<file path="config.mk">
export PLATFORM = sky130hd
export DESIGN_NAME = elementwise_product_accumulator
export DESIGN_NICKNAME = d
export VERILOG_FILES = /design/src/rtl/elementwise_product_accumulator.sv
export SDC_FILE = /design/constraint.sdc
export NUM_CORES = 1
export LEC_CHECK = 0
export CAP_MARGIN = 20
export CORE_ASPECT_RATIO = 1.25
export CORE_UTILIZATION = 53
export CTS_CLUSTER_SIZE = 25
export DETAILED_ROUTE_END_ITERATION = 6
export PLACE_DENSITY = 0.78
export REMOVE_ABC_BUFFERS = 1
export SLEW_MARGIN = 25
export SYNTH_ARGS = -nofsm -noshare
export SYNTH_HDL_FRONTEND = slang
export SYNTH_SLANG_ARGS = --single-unit
</file>
<file path="constraint.sdc">
create_clock -name clk -period 2.5 [get_ports clk]
set_input_delay 0.375 -clock clk [delete_from_list [all_inputs] [get_ports clk]]
set_output_delay 0.375 -clock clk [all_outputs]
set_load 0.005 [all_outputs]
</file>
<file path="src/rtl/elementwise_product_accumulator.sv">
// Reduces per-lane products to one dot-product sum per vector, with a valid/ready output.
// Define ACC_SATURATE_EN to saturate the accumulator on overflow instead of wrapping.
module elementwise_product_accumulator #(
    parameter int N             = 8,
    parameter int NUM_INSTANCES = 2,
    parameter int ACC_W         = 32
) (
    input  logic                           clk,
    input  logic                           rst_n,
    input  logic                           in_valid,
    output logic                           in_ready,
    input  logic                           in_last,
    input  logic [2*N*NUM_INSTANCES-1:0]   products,
    output logic                           out_valid,
    input  logic                           out_ready,
    output logic [ACC_W-1:0]               out_sum,
    output logic                           out_overflow
);
    localparam int SW = 2*N + $clog2(NUM_INSTANCES);

    typedef enum logic [1:0] {ACCUM, DRAIN, HOLD} state_t;

    state_t                                state, state_nxt;
    logic [NUM_INSTANCES-1:0][2*N-1:0]     lanes;
    logic [SW-1:0]                         lane_sum;
    logic [SW-1:0]                         s1_sum;
    logic                                  s1_valid, s1_last;
    logic [ACC_W-1:0]                      acc;
    logic                                  overflow;
    logic [ACC_W:0]                        acc_add;
    logic                                  accept;

    assign lanes    = products;
    assign in_ready = (state == ACCUM);
    assign accept   = in_valid && in_ready;
    assign out_sum      = acc;
    assign out_overflow = overflow;

    always_comb begin
        lane_sum = '0;
        for (int i = 0; i < NUM_INSTANCES; i++)
            lane_sum = lane_sum + SW'(lanes[i]);
    end

    // One extra bit so the carry-out marks the overflow.
    assign acc_add = {1'b0, acc} + {{(ACC_W+1-SW){1'b0}}, s1_sum};

    always_ff @(posedge clk) begin
        if (!rst_n) state <= ACCUM;
        else        state <= state_nxt;
    end

    always_comb begin
        state_nxt = state;
        case (state)
            ACCUM:   if (accept && in_last) state_nxt = DRAIN;
            DRAIN:   state_nxt = HOLD;
            HOLD:    if (out_ready) state_nxt = ACCUM;
            default: state_nxt = ACCUM;
        endcase
    end

    always_ff @(posedge clk) begin
        if (!rst_n) begin
            s1_valid  <= 1'b0;
            s1_last   <= 1'b0;
            s1_sum    <= '0;
            acc       <= '0;
            overflow  <= 1'b0;
            out_valid <= 1'b0;
        end else begin
            if (accept) begin
                s1_sum   <= lane_sum;
                s1_valid <= 1'b1;
                s1_last  <= in_last;
            end else begin
                s1_valid <= 1'b0;
            end

            // s1_valid is never set in HOLD, so clearing and accumulating cannot collide.
            if (state == HOLD && out_ready) begin
                acc       <= '0;
                overflow  <= 1'b0;
                out_valid <= 1'b0;
            end else if (s1_valid) begin
`ifdef ACC_SATURATE_EN
                if (acc_add[ACC_W] || overflow) acc <= '1;
                else                            acc <= acc_add[ACC_W-1:0];
`else
                acc <= acc_add[ACC_W-1:0];
`endif
                if (acc_add[ACC_W]) overflow <= 1'b1;
            end

            if (state == DRAIN && s1_valid && s1_last) out_valid <= 1'b1;
        end
    end
endmodule

</file>
# Yosys cells after proc, flatten, opt, wreduce, memory -nomap -nowiden
# Cells that the tools add are included.
# word_totals
wordCells	30
out_inout_bits	35
register_bits	55
input_bits	37
# op_classes
n_reduce_logical	10
n_mux	6
bitwise_logic	1
eq_ne	4
add_sub_neg	2
# ops
operator	count
$add 32x17->33	1
$add 16x16->17	1
$pmux 2 s3	1
$logic_and 1x1->1	5
$mux 2	2
$reduce_and 2->1	2
$mux 1	3
$eq 2x1->1 const B	1
$eq 2x2->1 const B	1
$logic_not 2->1	1
$ne 2x1->1 const B	1
$ne 2x2->1 const B	1
$reduce_bool 2->1	1
$reduce_or 2->1	1
$not 1->1	1

# Logic depth before layout (Yosys ltp)
# Gate-level depths: netlist of the first run.
# depth
depth_word	5
depth_mapped	9
mapped_depth_nobuf	8

# Least setup slack after synthesis of the first run
# OpenSTA, ideal clock, no wires.
# synth_path
path_type	flip-flop to flip-flop
start	register acc[0], in the netlist out_sum[0]
end	register acc[16], in the netlist out_sum[16]
stages_incl_launch_ff	9
setup_ps	127
arrival_ps	2191
path_buffers	0
slack_ps	182
cell_sequence	dfxtp_1 -> ha_1 -> fa_1 -> a211oi_1 -> o21ai_1 -> nand3_1 -> o21ai_0 -> nor4b_1 -> or3_1
# synth_via
elab_chain_len	1
# synth_rtl
item	line	text
start: declaration	28	logic [ACC_W-1:0] acc;
start signal: assignment	90	acc <= acc_add[ACC_W-1:0];
$add 32x17->33	46	assign acc_add = {1'b0, acc} + {{(ACC_W+1-SW){1'b0}}, s1_sum};
# No other way between the ends.
# A chain may end at the register's enable or synchronous reset.

# Worst setup path in the final report of the first run
# layout_path
start	input port products[0]
end	register s1_sum[12]
# layout_via
elab_chain_len	1
# layout_rtl
item	line	text
start: declaration	13	input logic [2*N*NUM_INSTANCES-1:0] products,
$add 16x16->17	42	lane_sum = lane_sum + SW'(lanes[i]);
end signal: assignment	73	s1_sum <= lane_sum;
end: declaration	26	logic [SW-1:0] s1_sum;
# No other way between the ends.

==> Flow_metrics.wiki, run 1 <==
{| class="wikitable"
! Metric !! Value
|-
| RSZ-0062 raised after global routing || no
|-
| Post-synth top area share || 29.29%
|-
| Largest net degree at the start of global routing || 24
|-
| Layout net count || 616
|-
| Number of instances in the synthesized netlist || 463
|-
| Worst-case clock skew || 0.003815 ns
|-
| Power density normalized to cell area || 418.2 nW/um^2
|-
| Most common cell after layout, fill and taps aside || sky130_fd_sc_hd__clkdlybuf4s50_1
|-
| Clock Pin Slew Worst Setup and Hold Paths || 0.09 ns
|-
| Period utilisation layout || 94.03%
|-
| Sinks on Clock Net || 55
|-
| Setup repair bufs after CTS || 0
|-
| Classification of the worst-slack hold path || flip-flop to flip-flop
|-
| Initial core utilization || 56.19%
|-
| Main synth FF type || sky130_fd_sc_hd__dfxtp_1
|-
| Worst Setup End Kind || flip-flop
|-
| CTS HTree Levels || 2
|-
| Maximum fanout along the worst path || 3
|-
| Total CTS buffers || 5
|-
| Drc violations || 0
|-
| Highest-count cells in the layout ignoring fill and taps || sky130_fd_sc_hd__clkdlybuf4s50_1, sky130_fd_sc_hd__dfxtp_1, sky130_fd_sc_hd__nand2_1, sky130_fd_sc_hd__a21oi_1, sky130_fd_sc_hd__ha_1
|-
| Cell taking the most area after synthesis || sky130_fd_sc_hd__dfxtp_1
|-
| Total of endpoints with negative setup slack in the final report || 0
|-
| Data required time at the worst endpoint || 2.70 ns
|-
| Yosys warning total || 0
|-
| Remaining number of nets flagged by the antenna check after routing || 0
|-
| CP startpoint kind || input port
|-
| Synth top area cells || sky130_fd_sc_hd__dfxtp_1, sky130_fd_sc_hd__ha_1, sky130_fd_sc_hd__nand2_1
|-
| Global-route usage over all layers || 24.31%
|-
| Placed wire-length estimate || 6.968 mm
|-
| Input/output buffers || 71
|-
| Post-synthesis register bit count || 55
|-
| Worst-case setup slack after placement || -0.3321 ns
|-
| Ratio of routed vias to standard cells || 5.881
|-
| CTS Hold Buffers Added || 0
|-
| Unique cell type count in the Yosys netlist || 56
|-
| Number of max-slew violations in the final report || 0
|-
| Normalized max-slew margin || 58.37%
|-
| Tmin final || 2.351 ns
|-
| Vias post-DR || 3717
|-
| Routed len/inst || 13.74 um
|-
| Starting DRC count in detailed routing || 230
|-
| Post-detailed-placement cell area || 4691 um^2
|-
| Deepest clock path buffer count || 2
|-
| Count of flip-flops with a built-in enable after synthesis || 0
|-
| Core footprint || 6689 um^2
|-
| Hold slack || 0.4588 ns
|-
| Chip height || 96.15 um
|-
| Worst-Margin Slew || 0.6211 ns
|-
| Routability cong. || 0.9135
|-
| Setup TNS || 0 ns
|-
| Largest stage delay on the critical path || 0.43 ns
|-
| Worst IR Drop VDD || 0.2296 mV
|-
| Cell family contributing the most delay on the critical path || compound AO/OA/AOI/OAI gates
|-
| Arrival time worst endpoint || 2.55 ns
|-
| Initial antenna violation count || 0
|-
| Horizontal die dimension || 77.32 um
|-
| Vias in the first global route || 3422
|-
| Post-route setup slack || 0.1492 ns
|-
| Finished layout cell area || 4815 um^2
|-
| Run status || completed
|-
| Post-layout utilization of the core || 71.98%
|-
| Count of standard-cell rows || 33
|-
| Total wirelength of the detailed-routed design || 8.686 mm
|-
| Total congestion overflow after global routing || 0
|-
| Slowest cell on the critical path || sky130_fd_sc_hd__fa_1
|-
| Post-synthesis sequential area ratio || 29.29%
|-
| MaxCap Viol Count || 0
|-
| First-pass GRT wire length || 14.84 mm
|-
| Max Clk Rate || 0.4254 GHz
|-
| Clock network latency to the later pin of the worst-skew pair || 0.31 ns
|-
| Worst path cell trace || clkdlybuf4s50_1, ha_1, fa_1, a211oi_2, nor4b_2, o21ai_1, buf_4, a31oi_1, xnor2_1, o21ai_0
|-
| TritonCTS clock tree || done
|-
| Area of the die || 7434 um^2
|-
| Layout overhead on the synthesized area || 28.10%
|-
| Top-level I/O count || 72
|-
| Number of buffer and inverter instances along the worst setup path || 2
|-
| Share of post-route cells with drive strength above 1 || 8.991%
|-
| Post-Synthesis Cell Area || 3759 um^2
|-
| Async set-or-reset flop fraction in the synthesized netlist || 0%
|-
| Setup Crit Path Kind || input port to flip-flop
|-
| Mean post-synth cell area || 8.118 um^2
|-
| Drt first pass iters || 4
|-
| Final hold viol count || 0
|-
| Leak pwr || 2.008 nW
|-
| Antenna cells || 0
|-
| CTS Root Cell || sky130_fd_sc_hd__clkbuf_8
|}
==> metal layers <==
layer / vias up / global-route usage (%) / routed length (um)
met5: - / 0 / 0
met4: 0 / 5.660 / 103
met3: 9 / 2.749 / 303
met2: 100 / 47.20 / 4423
met1: 1720 / 28.32 / 3856
li1: 1888 / - / -
==> per-stage QoR <==
stage | total power (W) | instances
CTS | 0.002019 | 632
detailed placement | 0.001541 | 624
global route | 0.002114 | 632
global placement | 0.001526 | 624
floorplan | 0.001314 | 440
finish | 0.002014 | 632
==> worst paths after layout <==
check                 endpoint  slack, ns         start  depth (start not counted)
setup / recovery    s1_sum[12]       0.15   products[0]                         10
setup reg to reg   out_sum[27]       0.18    out_sum[6]                          7
hold reg to reg   out_overflow       0.46  out_overflow                          2
hold / removal    out_overflow       0.46  out_overflow                          2
==> cell usage after synthesis (all sizes together), types with 11 or more instances <==
cell type / n
a31oi: 12
a21o: 14
nand4: 12
nand2: 46
xnor2: 11
nand3: 24
a21oi: 33
nor2: 32
dfxtp: 55
clkbuf: 19
o21ai: 30
ha: 33
==> worst register-to-register path, stage by stage (launching register included) <==
cell and delay (ns):
sky130_fd_sc_hd__dfxtp_1 0.34, sky130_fd_sc_hd__ha_1 0.36, sky130_fd_sc_hd__o21a_1 0.17, sky130_fd_sc_hd__and3_2 0.22, sky130_fd_sc_hd__o22ai_4 0.09, sky130_fd_sc_hd__o31a_4 0.41
sky130_fd_sc_hd__or4_1 0.52, sky130_fd_sc_hd__a21oi_1 0.15
==> cell type report <==
cell class | count | area (um^2)
Timing Repair Buffer | 97 | 918.4
Inverter | 5 | 18.77
Tap cell | 87 | 108.9
Clock buffer | 6 | 72.57
Sequential cell | 55 | 1101
Clock inverter | 2 | 12.51
Fill cell | 567 | 1874
Multi-Input combinational cell | 380 | 2582
==> state kept, by name, summed over array words and instances (netlist names) <==
name,count
out_sum,32
s1_valid,1
state,2
s1_sum,17
out_overflow,1
s1_last,1
out_valid,1
==> cell families after synthesis <==
| family | count (synthesis) | share of synthesized area (%) |
|---|---|---|
| AND/OR/NAND/NOR | 176 | 23.87 |
| AO/OA/AOI/OAI | 144 | 25.70 |
| flip-flops | 55 | 29.29 |
| adder cells (fa/ha/maj) | 35 | 12.05 |
| buffers and inverters | 28 | 3.029 |
| XOR/XNOR | 18 | 4.194 |
| multiplexers | 7 | 1.864 |
==> report_power, final <==
| part | total, W | internal (W) | switching (W) |
|---|---|---|---|
| sequential | 0.000958 | 0.000922 | 0.0000359 |
| combinational | 0.000575 | 0.000283 | 0.000292 |
| clock | 0.000480 | 0.000196 | 0.000284 |
| total | 0.00201 | 0.00140 | 0.000612 |
==> timing repair <==
item / in CTS / in global routing
setup endpoints to repair: 1 / 16
pin swaps: 0 / 1
gates resized for setup: 1 / 7
endpoints found under the hold margin: 0 / 0
No activity file was read; power rests on OpenSTA's default activity.
==> inputs of run 2 (changes only) <==
--- a/config.mk
+++ b/config.mk
@@ -6,11 +6,11 @@
 export NUM_CORES = 1
 export LEC_CHECK = 0
 export CAP_MARGIN = 20
-export CORE_ASPECT_RATIO = 1.25
+export CORE_ASPECT_RATIO = 1.4
 export CORE_UTILIZATION = 53
 export CTS_CLUSTER_SIZE = 25
 export DETAILED_ROUTE_END_ITERATION = 6
-export PLACE_DENSITY = 0.78
+export PLACE_DENSITY = 0.83
 export REMOVE_ABC_BUFFERS = 1
 export SLEW_MARGIN = 25
 export SYNTH_ARGS = -nofsm -noshare
==> run 2 against run 1 <==
Net effect:
- sequential share of layout area down 0.32 points
- maximum frequency down 3.4%
- sequential power about the same
- total power up 7.3%
- combinational power up 3%
- final area up 1.4%
- critical path type is now flip-flop to flip-flop
- critical endpoint is now out_sum[25]
- highest routed layer unchanged
==> Flow_metrics.wiki, run 2 (same netlist as run 1, synthesis figures left out) <==
{| class="wikitable"
! Metric !! Value
|-
| Leak pwr || 2.005 nW
|-
| TritonCTS clock tree || done
|-
| Critical path capture point || out_sum[25]
|-
| Core footprint || 6892 um^2
|-
| Total wirelength of the detailed-routed design || 9.184 mm
|-
| Total stage count of the critical path || 8
|-
| First-pass GRT wire length || 15.59 mm
|-
| Normalized max-slew margin || 55.82%
|-
| Sinks on Clock Net || 55
|-
| Layout net count || 619
|-
| Highest-count cells in the layout ignoring fill and taps || sky130_fd_sc_hd__clkdlybuf4s50_1, sky130_fd_sc_hd__dfxtp_1, sky130_fd_sc_hd__nand2_1, sky130_fd_sc_hd__a21oi_1
|-
| Flip-flop count of the largest register after layout || 32
|-
| Total congestion overflow after global routing || 0
|-
| Count of standard-cell rows || 36
|-
| Total design power || 0.002161 W
|-
| Largest net degree at the start of global routing || 24
|-
| Largest stage delay on the critical path || 0.50 ns
|-
| Total CTS buffers || 5
|-
| Initial core utilization || 54.54%
|-
| Vias in the first global route || 3704
|-
| Starting DRC count in detailed routing || 176
|-
| Total of endpoints with negative setup slack in the final report || 0
|-
| Drc violations || 0
|-
| Global-route usage over all layers || 26.06%
|-
| Maximum fanout along the worst path || 16
|-
| GRT met1 Usage || 28.34%
|-
| Chip height || 101.6 um
|-
| Remaining number of nets flagged by the antenna check after routing || 0
|-
| Tmin final || 2.432 ns
|-
| Data required time at the worst endpoint || 2.75 ns
|-
| Horizontal die dimension || 73.17 um
|-
| Run status || completed
|-
| Worst IR Drop VDD || 0.2545 mV
|-
| Number of max-slew violations in the final report || 0
|-
| Worst setup path start || out_sum[3]
|-
| GR met3 Demand/Resource || 3.483%
|-
| CTS Hold Buffers Added || 0
|-
| Deepest clock path buffer count || 2
|-
| Most common cell after layout, fill and taps aside || sky130_fd_sc_hd__clkdlybuf4s50_1
|-
| Layout overhead on the synthesized area || 29.89%
|-
| Cell family contributing the most delay on the critical path || simple AND/OR/NAND/NOR gates
|-
| Global routing met2 resource utilization || 50.43%
|-
| Routed len/inst || 14.28 um
|-
| Worst Setup End Kind || flip-flop
|-
| MaxCap Viol Count || 0
|-
| CTS Root Cell || sky130_fd_sc_hd__clkbuf_8
|-
| Power density normalized to cell area || 442.7 nW/um^2
|-
| Setup repair bufs after CTS || 0
|-
| Number of placed cells counting well taps || 635
|-
| Hold slack || 0.4717 ns
|-
| Number of buffer and inverter instances along the worst setup path || 1
|-
| Drt first pass iters || 4
|-
| Worst reg2reg setup slack || 0.07 ns
|-
| Clock network latency to the later pin of the worst-skew pair || 0.31 ns
|-
| Post-detailed-placement cell area || 4723 um^2
|-
| Period utilisation layout || 97.29%
|-
| Setup Crit Path Kind || flip-flop to flip-flop
|-
| Input/output buffers || 71
|-
| Slowest cell on the critical path || sky130_fd_sc_hd__or4_1
|-
| Finished layout cell area || 4882 um^2
|-
| Classification of the worst-slack hold path || flip-flop to flip-flop
|-
| CP startpoint kind || flip-flop
|-
| GRT busiest layer || met2
|-
| Top-level I/O count || 72
|-
| Final hold viol count || 0
|-
| Placed wire-length estimate || 7.095 mm
|-
| Antenna cells || 0
|-
| Area of the die || 7437 um^2
|-
| Share of post-route cells with drive strength above 1 || 9.672%
|-
| Crit Reg-Reg Endpoint || out_sum[25]
|-
| Max Clk Rate || 0.4111 GHz
|-
| Vias post-DR || 3820
|-
| Worst path cell trace || ha_1, and3_1, a22o_4, o22ai_4, o31a_1, buf_4, or4_1, a21oi_1
|-
| Clock Pin Slew Worst Setup and Hold Paths || 0.10 ns
|-
| Worst-Margin Slew || 0.6628 ns
|-
| Number of fill cells || 540
|-
| CTS HTree Levels || 2
|-
| Routability cong. || 0.8726
|-
| Initial antenna violation count || 0
|-
| R2r worst-path depth || 8
|-
| Reg-to-Reg Start || out_sum[3]
|-
| Final std cells w/o fill || 643
|-
| Worst-case clock skew || 0.006336 ns
|-
| Arrival time worst endpoint || 2.68 ns
|-
| Ratio of routed vias to standard cells || 5.941
|-
| Post-layout utilization of the core || 70.84%
|}
==> run 2: repair_timing <==
action	in CTS	in global routing
resized for setup	1	6
pin swaps	0	0
endpoints found under the hold margin	0	0
setup endpoints to repair	2	18
==> run 2: worst register-to-register path, cell delays in order (launching register included) <==
cell	delay, ns
sky130_fd_sc_hd__dfxtp_1	0.35
sky130_fd_sc_hd__ha_1	0.41
sky130_fd_sc_hd__and3_1	0.22
sky130_fd_sc_hd__a22o_4	0.17
sky130_fd_sc_hd__o22ai_4	0.08
sky130_fd_sc_hd__o31a_1	0.29
sky130_fd_sc_hd__buf_4	0.19
sky130_fd_sc_hd__or4_1	0.51
sky130_fd_sc_hd__a21oi_1	0.16
==> run 2: routing by layer <==
layer / share of wire, % / vias up
met1: 41 / 1806
met3: 3.1 / 14
li1: - / 1909
met5: 0 / -
met4: 1.7 / 0
met2: 55 / 91
==> run 2: through the flow <==
step	setup WS (ns)	setup TNS, ns
floorplan	0.03557	0
global placement	-0.2220	-1.685
detailed placement	-0.3556	-2.540
CTS	0.07035	0
global route	-0.02241	-0.06819
finish	0.06765	0
==> run 2: power by group <==
part           switching (W)  leakage [nW]  total, W  internal [W]
clock network       0.000305        0.0587  0.000609      0.000304
registers          0.0000385         0.448  0.000961      0.000922
logic               0.000301          1.50  0.000592      0.000291
==> run 2: how the worst min path moves through the flow <==
stage	from	to	slack (ns)	depth (start not counted)
floorplan	out_valid	out_valid	0.43	2
global placement	out_overflow	out_overflow	0.44	2
detailed placement	out_overflow	out_overflow	0.45	2
CTS	out_overflow	out_overflow	0.48	2
global route	out_valid	out_valid	0.50	2
finish	out_valid	out_valid	0.47	2
==> run 2: cell type report <==
class | count | area, um^2 | area share [%]
multi-input combinational | 380 | 2586 | 52.97
tap | 95 | 118.9 | 2.435
clock buffer | 5 | 68.82 | 1.410
sequential | 55 | 1101 | 22.55
timing repair buffer | 100 | 940.9 | 19.27
inverter | 5 | 18.77 | 0.3844
clock inverter | 3 | 47.55 | 0.9739
==> RTL change 1: new RTL, settings of run 2 <==
Register the output `out_overflow` once more, with the module's reset; this adds one clock of latency there. The other outputs are not delayed to match.
--- a/src/rtl/elementwise_product_accumulator.sv
+++ b/src/rtl/elementwise_product_accumulator.sv
@@ -36,3 +36,9 @@
     assign out_sum      = acc;
-    assign out_overflow = overflow;
+    always_ff @(posedge clk) begin
+        if (!rst_n) begin
+            out_overflow <= '0;
+        end else begin
+            out_overflow <= overflow;
+        end
+    end
 
Formal check against the unedited RTL: no difference found for any inputs over 10 cycles, from zero or initial values and one cycle with rst_n low; that may be too few to reach the edited logic, so the function may still have changed.
==> RTL change 1 against run 2 <==
  * Critical path depth is the same
  * Setup slack better by 0.024 ns
  * Synthesized cell count is 0.43% higher
  * Total power shrank 3.8%
  * Critical path type unchanged
  * Largest power group unchanged
  * Routed wire length up 4.4%
  * Highest routed layer unchanged
  * Final cell count up 1.1%
  * Design area is 0.15% higher
  * Sequential cell count rose by 1
  * Count of clock-buffer cells in the layout unchanged
  * Non-clock buffer count grew 5
  * Synthesized area rose by 0.70%
==> RTL change 1: results <==
set metrics [dict create \
    status "finished clean" \
    drt_iter0_drc 219 \
    cts_setup_buffers 0 \
    grt_start_max_net_pins 27 \
    grt_use_met3_pct 3.75 \
    cts_resized 1 \
    first_global_vias 3708 \
    holdWs_ns 0.455 \
    r2r_end "out_sum[25]$_SDFFE_PP0P_" \
    grt.overflow.total 0 \
    slowest_stage "or4_1" \
    grt_use_met1_pct 29.4 \
    synth_compound_area_share_pct 25.5 \
    routed.top_layer "met4" \
    ys_seq_area_share_pct 29.6 \
    synth_cell_types 56 \
    wl_met3_um 344 \
    clock_latency_ns 0.33 \
    peakVddDrop_v 0.000277 \
    yosys-top-cells-area "dfxtp_1 30%, ha_1 11%, nand2_1 4.6%" \
    synthAdderAreaFrac_pct 12.0 \
    leakagePower_nw 2.03 \
    dr_wl_met2_um 5180 \
    critPathArrivalTime_ns 2.66 \
    gp_congestion 0.883 \
    drtPass1Iterations 5 \
    hpwl_um 7660 \
    wl_um 9590 \
    async_reset_ff_share_pct 0 \
    slew_headroom_pct 55.4 \
    crit_path_max_incr_delay_ns 0.51 \
    path_max_fanout 16 \
    drive_above_1_share_pct 10.1 \
    grt_pass1_wl_um 16000 \
    path_clk_slew_ns 0.10 \
    p_switching_mw 0.650 \
    synth_xor_area_share_pct 4.17 \
    final_nets 626 \
    root_buffer "clkbuf_8" \
    largest_register_ffs 32 \
    drv_slew 0 \
    pwr-share-comb_pct 28.5 \
    holdPathStages 2 \
    p_clk_share_pct 24.7 \
    synthTopCellsByCount "56 x dfxtp_1, 46 x nand2_1, 33 x a21oi_1, 33 x ha_1, 32 x nor2_1" \
    use_met2_pct 51.0 \
    r2r_slack_ns 0.09 \
    hold_end "overflow$_SDFFE_PP0P_" \
    p_total_mw 2.08 \
    routed_via_density 5.93 \
    holdCritStartpoint "overflow$_SDFFE_PP0P_" \
    fillerInstances 602 \
    met1Wirelength_um 3780 \
    synthMuxAreaShare_pct 1.85 \
    rr_worst_depth 8 \
    grt_usage_pct 27.2 \
    fin_skew_ns 0.0110 \
    critPathLaunch "out_sum[4]$_SDFFE_PP0P_" \
]
RTL change 1: cell types whose count changed in the layout (fill, tap and decap cells not counted), sizes merged:
cell,run 2,this run
dfxtp,55,56
buf,29,34
bufinv,1,0
and2,10,11
clkinv,1,2
RTL change 1: metrics by stage:
| step | TNS, ns | instances | setup slack [ns] | instance area, um^2 |
|---|---|---|---|---|
| floorplan | 0 | 442 | 0.0356 | 3690 |
| global placement | -1.61 | 642 | -0.227 | 4770 |
| detailed placement | -2.42 | 642 | -0.355 | 4770 |
| CTS | 0 | 650 | 0.0289 | 4870 |
| global route | 0 | 650 | 0.000328 | 4890 |
| finish | 0 | 650 | 0.0918 | 4890 |
RTL change 1: layout make-up:
type | instances | area share (%)
Clock buffer | 5 | 1.41
Clock inverter | 3 | 0.461
Inverter | 5 | 0.384
Multi-Input combinational cell | 381 | 52.6
Sequential cell | 56 | 22.9
Tap cell | 95 | 2.43
Timing Repair Buffer | 105 | 19.8
==> RTL change 2: new RTL, config.mk and constraints of run 2 <==
Without the edit above. The parameter `NUM_INSTANCES` goes from 2 to 1.
--- a/src/rtl/elementwise_product_accumulator.sv
+++ b/src/rtl/elementwise_product_accumulator.sv
@@ -4,3 +4,3 @@
     parameter int N             = 8,
-    parameter int NUM_INSTANCES = 2,
+    parameter int NUM_INSTANCES = 1,
     parameter int ACC_W         = 32
Interface: changed (resized products); port bits go from 72 to 56. The function was not compared with the original's and may differ.
==> RTL change 2 against run 2 <==
  * Routed wire length shrank 20%
  * Count of clock-buffer cells in the layout is 2 higher
  * Sequential cell count down 1
  * Synthesized area decreased by 22%
  * First-iteration DRC count decreased by 36%
  * Design area shrank 25%
  * Setup slack gained 0.043 ns
  * Utilization fell by 1.5 points
  * Critical path type unchanged
  * Largest cell class unchanged
Power is not compared: it rests on default switching activity, and its combinational part moved more than twofold at a synthesized area within 25%.
==> RTL change 2: results <==
set metrics [dict create \
    status "finished clean" \
    n_clock_buffer 7 \
    largest_register_ffs 32 \
    path_max_fanout 4 \
    crit_path_max_incr_delay_ns 0.41 \
    grt_use_met3_pct 4.44 \
    grt_use_met1_pct 29.5 \
    r2r_slack_ns 0.11 \
    n_all_buffers 66 \
    critPathArrivalTime_ns 2.59 \
    use_met2_pct 43.7 \
    fillerInstances 416 \
    clock_sinks 54 \
    holdPathStages 2 \
    dp_cells 433 \
    crit_family "compound AO/OA/AOI/OAI gates" \
    grt_start_max_net_pins 18 \
    synthFlopType "dfxtp_1" \
    drive_above_1_share_pct 9.28 \
    gp_congestion 0.899 \
    wl_um 7310 \
    synthTopCellsByCount "54 x dfxtp_1, 26 x nand2_1, 22 x a21oi_1, 22 x nor2_1" \
    ys_seq_area_share_pct 36.7 \
    hpwl_um 5380 \
    p_total_mw 1.66 \
    slowest_stage "fa_1" \
    numCtsBuffers 5 \
    crit_end "out_sum[20]$_SDFFE_PP0P_" \
    wire_per_inst_um 16.5 \
    inverters 2 \
    wl_met3_um 341 \
    synth_cell_types 52 \
    slew_headroom_pct 63.0 \
    yosysWarnings 0 \
    dr_wl_met2_um 3630 \
    met1Wirelength_um 3030 \
    grt_pass1_wl_um 11900 \
    root_buffer "clkbuf_8" \
    first_global_vias 2584 \
    antenna_found_initial 0 \
    synth_area_per_cell_um2 9.27 \
    io_buffers 55 \
    r2r_end "out_sum[20]$_SDFFE_PP0P_" \
    routed_via_density 6.03 \
    synth-edff-count 0 \
    nonClkBufAreaFrac_pct 17.3 \
    rr_worst_depth 9 \
    drt_iter0_drc 113 \
    critPathLaunch "out_sum[0]$_SDFFE_PP0P_" \
    fin_skew_ns 0.00768 \
    path_clk_slew_ns 0.09 \
    final_nets 414 \
    multi_input_area_share_pct 48.2 \
    cts_resized 0 \
    p_clk_share_pct 30.7 \
    grt_usage_pct 25.5 \
    nMultiInputCombCells 247 \
    yosys-top-cells-area "dfxtp_1 37%, ha_1 6.8%, a22o_1 4.8%" \
    clk_share_pct 2.50 \
    regArea_um2 1080 \
]
RTL change 2: changes by cell type after synthesis, moves of 8 or more:
cell / run 2 / this run
clkbuf_1: 19 / 8
nor2_1: 32 / 22
a21oi_1: 33 / 22
o21ai_0: 28 / 17
or4_1: 8 / 0
a31oi_1: 12 / 4
a22o_1: 0 / 16
nand2_1: 46 / 26
ha_1: 33 / 16
RTL change 2: through the flow:
step | instance area, um^2 | setup slack [ns] | hold slack, ns
2_1_floorplan | 2850 | 0.231 | 0.427
3_3_place_gp | 3550 | 0.159 | 0.434
3_5_place_dp | 3550 | 0.0986 | 0.439
4_1_cts | 3640 | 0.0604 | 0.454
5_1_grt | 3660 | 0.00856 | 0.490
6_report | 3660 | 0.110 | 0.457
RTL change 2: cells by family (layout without fill, tap and decap cells):
group,Yosys count,count (layout),synth area share (%)
simple gates,105,105,18.6
xor+xnor,14,14,4.16
fa+ha+maj,17,17,7.47
mux,12,12,4.12
buf+inv,17,76,3.57
flops,54,54,36.7
compound gates,99,99,25.4
